$ cat src/rtl/rv32_wb_pkg.sv
// Shared write-back definitions: register address width, default data width,
// and the {rd, data} layout of buffered long-latency results.
package rv32_wb_pkg;
  localparam int XLEN_DEF   = 32;
  localparam int REG_ADDR_W = 5;

  typedef enum logic [1:0] {WIN_IDLE, WIN_PIPE, WIN_BUF} win_e;

  // Buffer entries are packed as {rd, data}; rd sits in the top bits.
  function automatic int entry_w(input int xlen);
    return REG_ADDR_W + xlen;
  endfunction
endpackage

$ cat src/rtl/wb_fifo.sv
// Synchronous FIFO for long-latency results; exports per-entry valid bits and
// storage so the owner can search pending destinations.
module wb_fifo #(
  parameter int W     = 37,
  parameter int DEPTH = 2
) (
  input  logic                      clk,
  input  logic                      rst_n,
  input  logic                      push,
  input  logic [W-1:0]              wdata,
  input  logic                      pop,
  output logic [W-1:0]              head,
  output logic                      empty,
  output logic                      full,
  output logic [DEPTH-1:0]          vld,
  output logic [DEPTH-1:0][W-1:0]   mem
);
  localparam int AW = $clog2(DEPTH);

  logic [AW-1:0] wr_ptr, rd_ptr;
  logic [AW:0]   count;

  // Pointers are AW bits wide, so DEPTH being a power of two gives the wrap.
  always_ff @(posedge clk or negedge rst_n) begin
    if (!rst_n) begin
      wr_ptr <= '0;
      rd_ptr <= '0;
      count  <= '0;
      vld    <= '0;
      mem    <= '0;
    end else begin
      if (pop) begin
        vld[rd_ptr] <= 1'b0;
        rd_ptr      <= rd_ptr + 1'b1;
      end
      if (push) begin
        mem[wr_ptr] <= wdata;
        vld[wr_ptr] <= 1'b1;
        wr_ptr      <= wr_ptr + 1'b1;
      end
      count <= count + {{AW{1'b0}}, push} - {{AW{1'b0}}, pop};
    end
  end

  assign head  = mem[rd_ptr];
  assign empty = (count == '0);
  assign full  = (count == (AW+1)'(DEPTH));
endmodule

$ cat src/rtl/wb_port_arbiter.sv
// Shares the single register-file write port between the in-order pipeline
// and a buffer of long-latency results, with starvation forcing.
module wb_port_arbiter
  import rv32_wb_pkg::*;
#(
  parameter int XLEN       = XLEN_DEF,
  parameter int DEPTH      = 2,
  parameter int STARVE_LIM = 4
) (
  input  logic                  clk,
  input  logic                  rst_n,
  input  logic                  pipe_wr_en,
  input  logic [REG_ADDR_W-1:0] pipe_rd,
  input  logic [XLEN-1:0]       pipe_data,
  output logic                  pipe_stall,
  input  logic                  lu_valid,
  output logic                  lu_ready,
  input  logic [REG_ADDR_W-1:0] lu_rd,
  input  logic [XLEN-1:0]       lu_data,
  output logic                  rf_we,
  output logic [REG_ADDR_W-1:0] rf_waddr,
  output logic [XLEN-1:0]       rf_wdata,
  input  logic [REG_ADDR_W-1:0] qry_rs1,
  input  logic [REG_ADDR_W-1:0] qry_rs2,
  output logic                  qry_hit
);
  localparam int W  = entry_w(XLEN);
  localparam int CW = $clog2(STARVE_LIM + 1);

  logic                    pipe_req, forced, push, pop, empty, full;
  logic [W-1:0]            head;
  logic [REG_ADDR_W-1:0]   head_rd;
  logic [DEPTH-1:0]        vld, hit;
  logic [DEPTH-1:0][W-1:0] mem;
  logic [CW-1:0]           starve_cnt;
  win_e                    win;

  assign pipe_req = pipe_wr_en && (pipe_rd != '0);
  assign forced   = (starve_cnt == CW'(STARVE_LIM)) && !empty;
  assign lu_ready = rst_n && !full;
  assign push     = lu_valid && lu_ready;
  assign pop      = (win == WIN_BUF);
  assign head_rd  = head[W-1 -: REG_ADDR_W];
  assign pipe_stall = forced && pipe_req;

  wb_fifo #(.W(W), .DEPTH(DEPTH)) u_fifo (
    .clk   (clk),
    .rst_n (rst_n),
    .push  (push),
    .wdata ({lu_rd, lu_data}),
    .pop   (pop),
    .head  (head),
    .empty (empty),
    .full  (full),
    .vld   (vld),
    .mem   (mem)
  );

  always_comb begin
    win = WIN_IDLE;
    if (!rst_n)        win = WIN_IDLE;
    else if (forced)   win = WIN_BUF;
    else if (pipe_req) win = WIN_PIPE;
    else if (!empty)   win = WIN_BUF;
  end

  // A head with rd = 0 still wins and pops, it just never raises rf_we.
  always_comb begin
    rf_we    = 1'b0;
    rf_waddr = '0;
    rf_wdata = '0;
    case (win)
      WIN_PIPE: begin
        rf_we    = 1'b1;
        rf_waddr = pipe_rd;
        rf_wdata = pipe_data;
      end
      WIN_BUF: begin
        rf_we    = (head_rd != '0);
        rf_waddr = head_rd;
        rf_wdata = head[XLEN-1:0];
      end
      default: ;
    endcase
  end

  always_ff @(posedge clk or negedge rst_n) begin
    if (!rst_n)
      starve_cnt <= '0;
    else if (win == WIN_BUF || empty)
      starve_cnt <= '0;
    else if (win == WIN_PIPE && starve_cnt != CW'(STARVE_LIM))
      starve_cnt <= starve_cnt + 1'b1;
  end

  for (genvar i = 0; i < DEPTH; i++) begin : g_hit
    logic [REG_ADDR_W-1:0] ent_rd;
    assign ent_rd = mem[i][W-1 -: REG_ADDR_W];
    assign hit[i] = vld[i] && (((qry_rs1 != '0) && (ent_rd == qry_rs1)) ||
                               ((qry_rs2 != '0) && (ent_rd == qry_rs2)));
  end

  assign qry_hit = |hit;
endmodule

$ cat config.mk
export PLATFORM = sky130hd
export DESIGN_NAME = wb_port_arbiter
export DESIGN_NICKNAME = d
export VERILOG_FILES = /design/src/rtl/rv32_wb_pkg.sv /design/src/rtl/wb_fifo.sv /design/src/rtl/wb_port_arbiter.sv
export SDC_FILE = /design/constraint.sdc
export NUM_CORES = 1
export LEC_CHECK = 0
export CAP_MARGIN = 20
export CORE_AREA = 2 2 90 157
export DETAILED_ROUTE_END_ITERATION = 7
export DIE_AREA = 0 0 92 159
export DONT_BUFFER_PORTS = 1
export PLACE_DENSITY_LB_ADDON = 0.25
export SYNTH_ARGS = -nofsm -noshare
export SYNTH_HDL_FRONTEND = slang
export SYNTH_SLANG_ARGS = --single-unit
export TNS_END_PERCENT = 100
$ cat constraint.sdc
create_clock -name clk -period 4.9 [get_ports clk]
set_input_delay 0.49 -clock clk [delete_from_list [all_inputs] [get_ports clk]]
set_output_delay 0.49 -clock clk [all_outputs]
set_load 0.02 [all_outputs]
* Word level (Yosys, flattened, before mapping)
Cells that the tools add are included.
W data, S select, Z words.
** Cells by class
- Multiplexer cells :: 20
- Bitwise operators :: 3
- Add/subtract/negate cells :: 5
- Equal/unequal tests :: 9
- Reduce and logical (&&, ||, !) cells :: 26
- $lt $le $gt $ge :: 4
** Operators with widths (number)
- $mux W37 :: 3
- $bwmux W74 :: 1
- $pmux W32 S2 :: 1
- $demux W37 S1 :: 1
- $eq A5 B5 Y1 :: 4
- $reduce_bool A5 Y1 :: 4
- $logic_and A1 B1 Y1 :: 14
- $mux W2 :: 6
- $pmux W5 S2 :: 1
- $mux W3 :: 2
- $eq A2 B2 Y1 const B :: 2
- $lt A1 B2 Y1 const B :: 2
- $add A3 B1 Y3 const B :: 1
- $eq A3 B3 Y1 const B :: 1
- $logic_or A1 B1 Y1 :: 3
- $ne A3 B3 Y1 const B :: 1
- $add A1 B1 Y1 const B :: 2
- $add A2 B1 Y2 :: 1
- $and A2 B2 Y2 :: 1
- $demux W1 S1 :: 2
- $eq A2 B1 Y1 const B :: 1
- $ge A1 B1 Y1 const B :: 2
- $logic_not A1 Y1 :: 2
- $logic_not A2 Y1 :: 1
- 7 further kinds :: 8
** Storage, ports and cells
- Output and inout bits :: 41
- Logic and storage cells :: 74
- Bits of input ports :: 88
- Bits in registers :: 83

* Depth between registers and ports, before layout
Gate-level depths: netlist (run 1).
- Depth in word-level cells :: 9
- Gate-level depth with buffers :: 13
- Mapped depth without buffers :: 12

* Modules after synthesis
Synthesis (run 1) repeated with hierarchy kept, for this count alone.
** Second synthesis, totals
- Cells, all modules :: 377
- Area, all modules :: 4700.8 µm²
** By module, submodules not included
- wb_fifo :: cells an instance 218, sequential area each 2001.9 µm², area each 3677.3 µm², times used 1
- wb_port_arbiter :: cells an instance 159, sequential area each 75.1 µm², area each 1023.5 µm², times used 1

* Worst setup path before layout (run 1)
Ideal clock, no wire load.
- Kind :: input to output
- Start point :: input port pipe_rd[2]
- End point :: output port rf_wdata[0]
- Stages :: 11
- Path buffers :: 2
- Setup slack :: 1.820 ns
- Arrival :: 2.590 ns
- Data required time :: 4.410 ns
- Cell sequence :: or4_1 -> o21ai_1 -> o221ai_1 -> inv_1 -> ha_1 -> buf_2 -> clkinv_1 -> clkbuf_1 -> nor2_1 -> a21oi_1 -> nor2_1
** On the way
- Word-level cells in the longest chain between the ends :: 7
- Elaborated cells between the ends (all ways) :: 8
- Those cells by class :: 2 x eq/ne; 4 x mux; 2 x reduce/logical
** RTL lines
- from (decl) :: RTL line wb_port_arbiter.sv:13 : input logic [REG_ADDR_W-1:0] pipe_rd,
- $reduce_bool A5 Y1 (*) :: RTL line wb_port_arbiter.sv:38 : assign pipe_req = pipe_wr_en && (pipe_rd != '0);
- $logic_and A1 B1 Y1 (*) :: RTL line wb_port_arbiter.sv:38
- $mux W2 (*) :: RTL line wb_port_arbiter.sv:63 : else if (pipe_req) win = WIN_PIPE;
- $mux W2 (*) :: RTL line wb_port_arbiter.sv:62 : else if (forced) win = WIN_BUF;
- $mux W2 (*) :: RTL line wb_port_arbiter.sv:61 : if (!rst_n) win = WIN_IDLE;
- $eq A2 B2 Y1 or $eq A2 B1 Y1 (tied branches) :: RTL line wb_port_arbiter.sv:72 : case (win)
- $pmux W32 S2 (*) :: RTL line wb_port_arbiter.sv:72
- to (decl) :: RTL line wb_port_arbiter.sv:22 : output logic [XLEN-1:0] rf_wdata,
Mark *: on every way between the ends. The rest lies on a longest branch, timed or not.

* Worst setup path in the final report (run 1)
- Start point :: input port pipe_rd[2]
- End point :: output port rf_wdata[24]
The elaborated chain is that of the path after synthesis.

==> results by group, run 1 <==
Status
  – Status: completed

Drt
  – Remaining DRCs: 0
  – Vias/cell: roughly 5
  – Pre-antenna DRT Iters: 4
  – Wire length per cell: 18.8 um
  – DRT iter0 DRCs: between 100 and 150
  – Final ANT Viol Nets: 0
  – Via count: about 3000
  – Final wirelength: 10900 um

CTS
  – Clock-pin slew on the worst setup and hold paths: ~0.060 ns
  – Num CTS Buffers: 9
  – Cells resized by post-CTS repair: 0
  – CTS HTree Levels: 3
  – Max Root-Sink Buffers: 2
  – Buffer count from post-CTS setup fixing: 0
  – CTS tree: built
  – Clock latency on the worst-skew pair: ~0.33 ns
  – CTS Root Cell: clkbuf_16
  – CTS sink count: 83

STA
  – Setup TNS: 0 ns
  – WHS: roughly 0.06 ns
  – Worst setup margin: 1.32 ns
  – Final-report setup violation count: 0
  – Slew headroom: 0.435
  – Max-slew violation count: 0
  – Clock skew: around 0.0053 ns
  – Final hold violations: 0
  – Slew @ Worst Pin: 0.847 ns
  – Tmin final: 3.58 ns
  – Fmax: ~280 MHz
  – Unrepaired setup endpoints after global routing: no
  – Tcrit/Tclk final: 0.731

Pwr
  – Lkg Pwr: roughly 2.3 nW
  – Power, Total: between 3 and 4 mW
  – Worst vdd ir: ~300 uV
  – PwrDens: between 600 and 700 nW/um^2

Critical path
  – Worst R2R Start: starve_cnt[0]
  – Critical path type: in -> out
  – Req. time, crit path: approximately 4.4 ns
  – Worst Path Max Fanout: 29
  – Crit start category: input pin
  – Critical Path Start: pipe_rd[2]
  – WP data arrival: about 3.1 ns
  – Worst setup EP type: primary output

Placed design
  – HPWL after detailed placement: between 7000 and 8000 um
  – Pre-CTS setup slack: approximately 1.3 ns
  – Placed Cells incl. Taps: between 500 and 600
  – IO buf count: 0
  – Gpl congestion: 0.749

Floorplan
  – I/O pin cnt: about 130
  – Die area: between 10000 and 15000 sq um
  – Starting Density: 0.347
  – Die height: about 160 um
  – Std cell rows: 56
  – Chip Width: 92 um
  – Core region area: 13300 sq um

Logic synthesis
  – Seq/Total Area, Yosys: 0.450
  – EDFF count, synth: 0
  – Netlist cell types: 32
  – Synth Cell Area: about 4600 sq um
  – Mapped Cells: 411
  – Post-Syn Area per Cell: about 11 sq um
  – Yosys warning total: 0
  – Main synth FF type: dfrtp_1
  – Flops & latches, synth: between 80 and 90
  – Asr flop ratio synth: 1.00
  – Post-synthesis net count: approximately 510

Cells and area
  – Most frequent cells in the layout: dfrtp_1, nor2_1, mux2_2, mux2_4
  – Multi-input gate area: around 2400 sq um
  – Sequential cell area: slightly above 2000 sq um
  – Most common cell after layout, fill and taps aside: dfrtp_1
  – Share of cells above drive strength 1: 0.255
  – FILL cells: between 1000 and 1500
  – Area Overhead vs Synth: 9.95%
  – Cell Count, Final, Fillers Out: slightly below 600
  – N_diodes: 0
  – Final net count: between 400 and 500

Global route
  – Vias in the first global route: 3257
  – All-Layer GR Usage: 0.154
  – Largest net degree at the start of global routing: 84
  – GRT overflow: 0
  – Initial antenna violation count: 0
  – First-pass GRT wire length: approximately 18000 um

Min path
  – Hold WC Path Type: in -> async

Run
  – Max_cap viols: 0
Yosys cell counts (3+ instances only):
master | n | share of area
mux2_2 | 39 | 0.095
nand2_1 | 15 | 0.012
a21oi_1 | 35 | 0.038
xnor2_1 | 15 | 0.028
dfrtp_1 | 83 | 0.45
nand3_1 | 4 | 0.0043
or4_1 | 3 | 0.0049
nor4_1 | 5 | 0.0068
xor2_1 | 10 | 0.019
clkbuf_1 | 11 | 0.0089
nor2_1 | 70 | 0.057
mux2_4 | 38 | 0.12
inv_1 | 6 | 0.0049
buf_2 | 5 | 0.0054
ha_1 | 6 | 0.016
mux2i_1 | 35 | 0.076
buf_6 | 6 | 0.015
nor3_1 | 4 | 0.0043
o21ai_0 | 5 | 0.0054
per-stage QoR:
stage | util | cell area, sq um
final | 0.381 | 5070
after global routing | 0.381 | 5070
after CTS | 0.381 | 5070
after detailed placement | 0.354 | 4720
after global placement | 0.354 | 4720
after floorplan | - | 4610
critical path, cell delays in order:
cell	delay, ns
or4_1	0.51
o21ai_1	0.23
o221ai_1	0.19
inv_1	0.09
ha_1	0.39
clkinv_1	0.29
buf_4	0.32
nor2_1	0.16
a21oi_1	0.05
nor2_1	0.34
power breakdown:
group	switching (mW)	leakage [nW]	internal (mW)
clock	0.267	0.159	0.474
combinational	0.506	1.15	0.670
sequential	0.280	0.989	1.03
total	1.05	2.30	2.17
kinds of logic after synthesis:
group                    share of synthesized area
flip-flops                                   0.450
multiplexers                                 0.295
XOR/XNOR                                    0.0475
AND/OR/NAND/NOR                             0.0995
buffers and inverters                       0.0388
AO/OA/AOI/OAI                               0.0531
adder cells (fa/ha/maj)                     0.0163
registers in the layout (all words and copies together), names as in the netlist:
register       cells
u_fifo.wr_ptr      1
u_fifo.rd_ptr      1
u_fifo.count       2
u_fifo.mem        74
u_fifo.vld         2
starve_cnt         3
worst paths after layout:
| path | endpoint | slack, ns | cells after the start |
|---|---|---|---|
| hold reg to reg | u_fifo.wr_ptr | 0.50 | 1 |
| max in group asynchronous | u_fifo.mem[64] | 4.49 | 1 |
| setup reg to reg | u_fifo.vld[0] | 2.38 | 11 |
| setup / recovery | rf_wdata[24] | 1.32 | 10 |
| min in group clk | u_fifo.mem[48] | 0.30 | 1 |
| hold / removal | u_fifo.mem[6] | 0.06 | 1 |
metal layers:
metal  vias up  GRT usage  wire [um]
met3         9     0.0317        498
met5         -          0          0
met4         0     0.0509        165
li1       1395          -          -
met2        76      0.294       6080
met1      1473      0.165       4170
area by class of cell:
| type | count | share of cell area |
|---|---|---|
| multi-input cells | 296 | 0.465 |
| clock buffers | 12 | 0.0506 |
| flip-flops and latches | 83 | 0.410 |
| inverters | 8 | 0.00592 |
| well taps | 174 | 0.0429 |
| repair buffers | 5 | 0.0113 |
| clock inverters | 4 | 0.0143 |
timing repair:
item | in CTS | in global routing
hold buffers | 1 | 0
endpoints found under the hold margin | 83 | 0
endpoints found under the setup margin | 0 | 0
No activity file was read; power rests on OpenSTA's default activity.
==> run 2: changes to the inputs <==
==> constraint.sdc (replaced) <==
create_clock -name clk -period 3.73 [get_ports clk]
set_input_delay 0.373 -clock clk [delete_from_list [all_inputs] [get_ports clk]]
set_output_delay 0.373 -clock clk [all_outputs]
set_load 0.02 [all_outputs]
==> results by group, run 2 (synthesis results as in run 1) <==
STA
  – Tcrit/Tclk final: 0.860
  – Clock skew: 0.00619 ns
  – Setup TNS: 0 ns
  – Fmax: slightly above 300 MHz
  – Tmin final: 3.21 ns
  – Slew headroom: 0.395
  – Final-report setup violation count: 0
  – Final hold violations: 0
  – Unrepaired setup endpoints after global routing: no
  – Slew @ Worst Pin: 0.908 ns
  – Max-slew violation count: 0

Critical path
  – Crit start category: flip-flop
  – Req. time, crit path: ~3.4 ns
  – Cells along the critical path: inv_1 -> ha_1 -> nand2_1 -> inv_1 -> o221ai_1 -> ha_2 -> nand2_1 -> a21oi_1
  – Worst setup EP type: primary output
  – WP data arrival: ~2.8 ns
  – Slowest CP cell: ha_2
  – Worst Path Max Fanout: about 40
  – Critical path type: reg -> out
  – Largest delay contributor family on the critical path: adder cells
  – Critical Path Max Stage Delay: around 0.8 ns
  – CP Buf/Inv Count: 2

Floorplan
  – Chip Width: 92 um
  – Die height: ~160 um
  – Core region area: 13300 sq um
  – I/O pin cnt: around 130
  – Std cell rows: 56
  – Die area: approximately 15000 sq um
  – Starting Density: 0.347

CTS
  – Num CTS Buffers: 9
  – Clock-pin slew on the worst setup and hold paths: roughly 0.060 ns
  – CTS sink count: 83
  – CTS HTree Levels: 3
  – Cells resized by post-CTS repair: 0
  – CTS tree: built
  – Cts hold-fix bufs: 2
  – CTS Root Cell: clkbuf_16
  – Buffer count from post-CTS setup fixing: 0
  – Max Root-Sink Buffers: 2
  – Clock latency on the worst-skew pair: between 0.3 and 0.4 ns

Drt
  – Wire length per cell: 18.2 um
  – Via count: approximately 3200
  – Final wirelength: around 11000 um
  – Remaining DRCs: 0
  – Pre-antenna DRT Iters: 4
  – Vias/cell: between 5 and 6
  – Final ANT Viol Nets: 0
  – DRT iter0 DRCs: 92

Global route
  – All-Layer GR Usage: 0.157
  – Vias in the first global route: 3464
  – GRT overflow: 0
  – Largest net degree at the start of global routing: 84
  – Initial antenna violation count: 0
  – First-pass GRT wire length: about 18000 um

Cells and area
  – Largest regs: u_fifo.mem (74), starve_cnt (3)
  – FILL cells: 1348
  – Max FFs per register: 74
  – Area Overhead vs Synth: 14.6%
  – Most common cell after layout, fill and taps aside: dfrtp_1
  – Final net count: approximately 530
  – N_diodes: 0
  – Share of cells above drive strength 1: 0.314
  – Reg with most FFs: u_fifo.mem
  – Most frequent cells in the layout: dfrtp_1, nor2_1, mux2_2, buf_4, mux2_4
  – Fin util: 0.397
  – Cell Count, Final, Fillers Out: 617

Placed design
  – Placed Cells incl. Taps: 600
  – IO buf count: 0
  – HPWL after detailed placement: around 7700 um
  – Gpl congestion: 0.710

Pwr
  – PwrDens: between 700 and 800 nW/um^2
  – Worst vdd ir: roughly 270 uV
  – Lkg Pwr: 2.46 nW

Run
  – Max_cap viols: 0

Status
  – Status: completed

Min path
  – Hold WC Path Type: in -> reg
## run 2: cell types whose count changed in the layout (fill, tap and decap cells not counted), sizes merged
cell and delta:
buf +35, bufinv -2, clkbuf -2, clkinv +2
clkinvlp +1, dlygate4sd3 +1
## run 2: metal layers
metal / track usage / vias to the layer above / part of all wire
met3: 0.0360 / 13 / 0.050
met1: 0.172 / 1604 / 0.37
met2: 0.290 / 83 / 0.56
met5: 0 / - / 0
met4: 0.0577 / 0 / 0.018
li1: - / 1472 / -
## run 2: through the flow
step           hold WS (ns)  total power [mW]  cell area, sq um  setup WS [ns]
2_1_floorplan        0.0774              2.98              4610          0.884
3_3_place_gp         0.0802              3.27              4980          0.874
3_5_place_dp         0.0802              3.35              4980          0.807
4_1_cts               0.167              4.21              5290          0.440
5_1_grt               0.166              4.42              5290          0.245
6_report              0.186              4.13              5290          0.522
## run 2: power by group
part	switching [mW]	internal [mW]	total, mW
registers	0.391	1.35	1.74
clock network	0.342	0.461	0.803
logic	0.650	0.930	1.58
## run 2: path summary, 6_finish.rpt
path | slack, ns | depth (start not counted) | from | end
min in group asynchronous | 0.59 | 2 | rst_n | u_fifo.mem[42]
max | 0.52 | 8 | starve_cnt[0] | rf_waddr[1]
min reg2reg | 0.50 | 2 | u_fifo.vld[1] | u_fifo.vld[1]
max reg2reg | 1.26 | 9 | starve_cnt[0] | starve_cnt[0]
max in group asynchronous | 2.79 | 2 | rst_n | u_fifo.rd_ptr
min | 0.19 | 1 | lu_data[20] | u_fifo.mem[20]
## run 2: layout make-up
| class | count | area (sq um) | area share |
|---|---|---|---|
| clock inverters | 5 | 30.0 | 0.00568 |
| repair buffers | 41 | 330 | 0.0625 |
| clock buffers | 10 | 239 | 0.0452 |
| well taps | 174 | 218 | 0.0412 |
| inverters | 8 | 30.0 | 0.00568 |
| multi-input cells | 296 | 2360 | 0.447 |
| flip-flops and latches | 83 | 2080 | 0.393 |
## run 2: worst reg2reg max path, stage by stage, from the launching register on
cell and delay, ns:
dfrtp_1 0.35, inv_1 0.07, ha_1 0.20, nand2_1 0.13, inv_1 0.05, o221ai_1 0.20, ha_2 0.80, nand2_1 0.25
xnor2_1 0.22, nor3_1 0.06
